==> src/rtl/sort_frame_loader.sv <==
// Collects 8 serial bytes into one parallel frame for an 8-input sorter.
// Optional macro SORT_LOADER_FLUSH_EN: flush emits a partial frame padded with PAD_VALUE.
module sort_frame_loader #(
    parameter int unsigned LATENCY   = 1,
    parameter logic [7:0]  PAD_VALUE = 8'hFF
) (
    input  logic        clk,
    input  logic        rst_n,
    input  logic [7:0]  s_data,
    input  logic        s_valid,
    output logic        s_ready,
    input  logic        in_hold,
    input  logic        flush,
    output logic [7:0]  out1,
    output logic [7:0]  out2,
    output logic [7:0]  out3,
    output logic [7:0]  out4,
    output logic [7:0]  out5,
    output logic [7:0]  out6,
    output logic [7:0]  out7,
    output logic [7:0]  out8,
    output logic        frame_valid,
    output logic        sort_valid,
    output logic [15:0] frame_cnt
);
    localparam int unsigned DW    = 8;
    localparam int unsigned NSLOT = 8;
    localparam int unsigned IW    = 3;
    localparam int unsigned CW    = 16;

    typedef enum logic {ST_FILL = 1'b0, ST_FULL = 1'b1} state_t;

    state_t             state_q;
    logic [IW-1:0]      idx_q;
    logic [DW-1:0]      fill_q [NSLOT];
    logic [DW-1:0]      out_q  [NSLOT];
    logic               frame_valid_q;
    logic               s_ready_q;
    logic [LATENCY-1:0] sv_pipe_q;
    logic [CW-1:0]      frame_cnt_q;

    logic               accept_c;
    logic               close_c;
    logic [DW-1:0]      frame_c [NSLOT];

    assign accept_c = s_valid && s_ready_q;

`ifdef SORT_LOADER_FLUSH_EN
    // Frame closes on the 8th byte, or on flush once at least one byte is held.
    assign close_c = (state_q == ST_FILL) &&
                     ((accept_c && (idx_q == IW'(NSLOT - 1))) ||
                      (flush && ((idx_q != '0) || accept_c)));

    always_comb begin
        for (int unsigned k = 0; k < NSLOT; k++) begin
            frame_c[k] = PAD_VALUE;
            if (IW'(k) < idx_q) begin
                frame_c[k] = fill_q[k];
            end else if ((IW'(k) == idx_q) && accept_c) begin
                frame_c[k] = s_data;
            end
        end
    end
`else
    logic flush_unused_c;

    assign close_c        = accept_c && (idx_q == IW'(NSLOT - 1));
    assign flush_unused_c = ^{flush, PAD_VALUE};

    always_comb begin
        for (int unsigned k = 0; k < NSLOT; k++) begin
            frame_c[k] = (k == NSLOT - 1) ? s_data : fill_q[k];
        end
    end
`endif

    // Collection FSM, frame transfer, valid pipeline and frame counter.
    always_ff @(posedge clk) begin
        if (!rst_n) begin
            state_q       <= ST_FILL;
            idx_q         <= '0;
            s_ready_q     <= 1'b0;
            frame_valid_q <= 1'b0;
            sv_pipe_q     <= '0;
            frame_cnt_q   <= '0;
            for (int unsigned k = 0; k < NSLOT; k++) begin
                out_q[k] <= '0;
            end
        end else begin
            frame_valid_q <= 1'b0;
            sv_pipe_q     <= LATENCY'({sv_pipe_q, frame_valid_q});
            case (state_q)
                ST_FILL: begin
                    s_ready_q <= 1'b1;
                    if (close_c) begin
                        idx_q <= '0;
                        if (in_hold) begin
                            fill_q    <= frame_c;
                            state_q   <= ST_FULL;
                            s_ready_q <= 1'b0;
                        end else begin
                            out_q         <= frame_c;
                            frame_valid_q <= 1'b1;
                            frame_cnt_q   <= frame_cnt_q + CW'(1);
                        end
                    end else if (accept_c) begin
                        fill_q[idx_q] <= s_data;
                        idx_q         <= idx_q + IW'(1);
                    end
                end
                ST_FULL: begin
                    if (!in_hold) begin
                        out_q         <= fill_q;
                        frame_valid_q <= 1'b1;
                        frame_cnt_q   <= frame_cnt_q + CW'(1);
                        idx_q         <= '0;
                        state_q       <= ST_FILL;
                        s_ready_q     <= 1'b1;
                    end
                end
            endcase
        end
    end

    assign s_ready     = s_ready_q;
    assign frame_valid = frame_valid_q;
    assign sort_valid  = sv_pipe_q[LATENCY-1];
    assign frame_cnt   = frame_cnt_q;
    assign out1        = out_q[0];
    assign out2        = out_q[1];
    assign out3        = out_q[2];
    assign out4        = out_q[3];
    assign out5        = out_q[4];
    assign out6        = out_q[5];
    assign out7        = out_q[6];
    assign out8        = out_q[7];
endmodule

==> config.mk <==
export PLATFORM = sky130hd
export DESIGN_NAME = sort_frame_loader
export DESIGN_NICKNAME = d
export VERILOG_FILES = /design/src/rtl/sort_frame_loader.sv
export SDC_FILE = /design/constraint.sdc
export NUM_CORES = 1
export LEC_CHECK = 0
export CAP_MARGIN = 20
export CORE_MARGIN = 2
export CORE_UTILIZATION = 35
export DETAILED_ROUTE_END_ITERATION = 7
export GPL_TIMING_DRIVEN = 0
export PLACE_DENSITY = 0.53
export SLEW_MARGIN = 40
export SYNTH_ARGS = -nofsm -noshare
export SYNTH_HDL_FRONTEND = slang
export SYNTH_SLANG_ARGS = --single-unit
==> constraint.sdc <==
create_clock -name clk -period 3.9 [get_ports clk]
set_input_delay 0.585 -clock clk [delete_from_list [all_inputs] [get_ports clk]]
set_output_delay 0.585 -clock clk [all_outputs]
set_load 0.02 [all_outputs]
==> results of run 1 <==
-- final timing paths --
path                    startpoint              endpoint  slack [ns]  cells after the start
max                        s_valid  fill_q[61]$_DFFE_PP_        1.27                      5
min           out7[4]$_SDFFE_PN0P_  out7[4]$_SDFFE_PN0P_        0.45                      2
max reg2reg  idx_q[0]$_SDFFE_PN0P_  fill_q[61]$_DFFE_PP_        1.54                      5
min reg2reg   out7[4]$_SDFFE_PN0P_  out7[4]$_SDFFE_PN0P_        0.45                      2
-- metal layers --
metal / global-route usage [%] / vias to the layer above / part of all wire [%]
met5: 0 / - / 0
met4: 6.76 / 0 / 1.4
met3: 3.91 / 11 / 4.8
met2: 27.0 / 96 / 47
met1: 22.7 / 2056 / 46
li1: - / 2121 / -
-- report_power, final --
| part | leakage [nW] | switching (mW) | internal [mW] |
|---|---|---|---|
| Combinational | 0.858 | 0.0596 | 0.0228 |
| Sequential | 1.29 | 0.00247 | 1.64 |
| Clock | 0.300 | 0.642 | 1.06 |
| Total | 2.45 | 0.704 | 2.72 |
-- tightest hold or removal path, stage by stage (launching register included) --
cell                      delay (ns)
sky130_fd_sc_hd__dfxtp_1        0.31
sky130_fd_sc_hd__nand2_1        0.05
sky130_fd_sc_hd__a21oi_1        0.05
-- state kept, by name, summed over array words and instances (netlist names), 3 cells and up --
register   count
out4           8
out6           8
frame_cnt     16
out5           8
out8           8
out2           8
fill_q        64
out1           8
idx_q          3
out3           8
out7           8
-- cell families (layout without fill, tap and decap cells) --
logic type / count (synthesis) / count (layout)
DFF: 151 / 151
muxes: 10 / 10
buffers and inverters: 40 / 166
adders and majority gates: 3 / 3
and+or+nand+nor: 265 / 265
AOI/OAI and AO/OA: 87 / 87
xor gates and xnor gates: 6 / 6
-- layout make-up --
class / instances / share of cell area (%)
Buffer: 35 / 1.82
Clock buffer: 23 / 6.83
Clock inverter: 9 / 1.49
Inverter: 5 / 0.251
Multi-Input combinational cell: 371 / 24.4
Sequential cell: 151 / 49.0
Tap cell: 216 / 3.62
Timing Repair Buffer: 94 / 12.6
-- placed cells by master (no fill, tap or decap), drive strengths merged, types with 4 or more instances in the layout --
cell	count
o21ai	5
clkdlybuf4s50	94
mux2i	10
edfxtp	64
a211oi	8
nand3	6
buf	6
nor2	84
or2	4
clkbuf	52
a21oi	66
nor3	4
nand2	131
inv	7
or3	7
xnor2	4
and2	9
nand3b	5
dfxtp	87
-- stage by stage --
| step | setup WS, ns | cell area [µm²] |
|---|---|---|
| after floorplan | 1.71 | 5640 |
| after global placement | 0.672 | 6850 |
| after detailed placement | 0.850 | 6850 |
| after CTS | 1.28 | 7480 |
| after global routing | 1.16 | 7480 |
| final | 1.27 | 7480 |
==> results.cfg, run 1 <==
[synth]
postSynth.topFlopCell = sky130_fd_sc_hd__dfxtp_1
netlist_top_cells_count = sky130_fd_sc_hd__nand2_1 (131), sky130_fd_sc_hd__dfxtp_1 (87), sky130_fd_sc_hd__nor2_1 (84)
synth_most_common_cell = sky130_fd_sc_hd__nand2_1
yosysWarningCount = 0
combinational_family_with_the_most_area_after_synthesis = simple AND/OR/NAND/NOR gates
synth_fa_ha_area_share_pct = 0.666
yosys.area.top_type_share_pct = 34.1
synth_simple_gate_area_share_pct = 20.2
syn-num-nets = 578
yosys.area_share.xor_xnor_pct = 0.932
post_synthesis_cell_area_mm2 = 0.00564
ys_async_sr_fraction_pct = 0
flip_flop_and_latch_count_after_synthesis = 151
post_synth_mux_area_share_pct = 1.78
distinct_cells_synth = 36
synth.yosys.seq_area_share_pct = 65.0
syn-instance-count = 562
synth_compound_gate_area_share_pct = 8.66
synth-edff-count = 64
synth_top_cell_by_area = sky130_fd_sc_hd__edfxtp_1
syn_area_per_cell_um2 = 10.0
cells_taking_the_most_area_after_synthesis = sky130_fd_sc_hd__edfxtp_1 (34%), sky130_fd_sc_hd__dfxtp_1 (31%), sky130_fd_sc_hd__nand2_1 (8.7%)

[layout]
multi_input_comb_area_mm2 = 0.00182
fin_util_pct = 47.2
antenna-diode-count = 0
stdcell_count = 904
finalNetCount = 691
flow.area_growth_from_synthesis_pct = 32.6
seq_area_mm2 = 0.00366
layout.filler_cells = 1519
layout-drive-gt1-share_pct = 6.10

[run]
cap_violations = 0

[critical_path]
cp_slowest_cell = sky130_fd_sc_hd__clkdlybuf4s50_1
path_class = in2reg
critical_path.endpoint_type = flop
critical_path.cell_chain = clkdlybuf4s50_1 -> nand3b_1 -> or3_1 -> clkbuf_1 -> nor2_1
critPathRequiredTime_ns = 3.95
critPathMaxStageDelay_ns = 0.61
path_buf_inv = 2
critical_path_peak_fanout = 8
critPathLaunchType = primary input
cp_top_family = simple AND/OR/NAND/NOR gates
arrival_ns = 2.68

[drt]
vias = 4284
remaining_drc_errors = 0
routed_wirelength_um = 13900
wire_per_inst_um = 15.4
via_per_inst = 4.74
ant_nets = 0
detailed_routing_iteration_count_for_the_pre_antenna_repair_pass = 4
drt_iter0_markers = 357

[clock_tree]
cts_root_buffer = sky130_fd_sc_hd__clkbuf_16
post-cts-setup-buffer-count = 0
cts_buffers = 17
cts_max_path_buffers = 2
clkSlewWorstSetupHoldPaths_ns = 0.06
hold_buffers = 0
htree_levels = 4
tritoncts = built
cts_sinks = 151
clk-insertion-delay-late_ns = 0.43
number_of_cells_upsized_or_downsized_after_cts = 0

[timing]
timing.final.hold_violations = 0
max_slew_margin_pct = 47.5
final-max-slew-violation-count = 0
finalSetupViolations = 0
shortest_clock_period_the_worst_path_allows_after_layout_ns = 2.63
finalHoldWorstSlack_ns = 0.452
unrepaired_setup_endpoints_after_global_routing = false
fmax_mhz = 380
worst-slew-pin-transition_ns = 0.787
finClkSkew_ns = 0.0127
fraction_of_the_cycle_the_final_worst_path_needs_pct = 67.5
fin_setup_tns_ns = 0

[floorplan]
core_area_mm2 = 0.0158
floorplan.die.height_um = 131
io_pins = 96
start_util_pct = 35.6
floorplan.die_area_mm2 = 0.0171
fp.dieW_um = 131
floorplan.rows = 46

[pwr]
max-vdd-ir-drop_mv = 0.306
totalPowerFinal_mw = 3.43
leakage_power_nw = 2.45
powerDensity_mw_per_mm2 = 458

[placed_design]
portBuffers = 94
dp_cells = 872
final_hpwl_dp_um = 9600
gpl.final_weighted_congestion = 0.792

[grt]
first_global_vias = 4241
grt_overflow_total = 0
globalRouteTotalUtil_pct = 17.0
global_route_wire_length_before_repair_um = 21600
grt_antenna_before_repair = 0
grt_start_max_net_pins = 17

[hold_path]
hold_path_class = reg2reg

[outcome]
run_status = completed
Note: power is estimated with default switching activity, not from simulation.
==> inputs of run 2 (changes only) <==
==> constraint.sdc (replaced) <==
create_clock -name clk -period 2.6 [get_ports clk]
set_input_delay 0.39 -clock clk [delete_from_list [all_inputs] [get_ports clk]]
set_output_delay 0.39 -clock clk [all_outputs]
set_load 0.02 [all_outputs]
==> results of run 2 <==
The final DEF is identical to that of run 1. Status: completed.
Main changes from that run: setup slack after placement 0.850 ns -> -0.255 ns; setup slack after layout 1.27 ns -> 0.162 ns; register-to-register setup slack 1.54 ns -> 0.24 ns; total power 3.43 mW -> 5.14 mW; worst IR drop on VDD 0.306 mV -> 0.460 mV
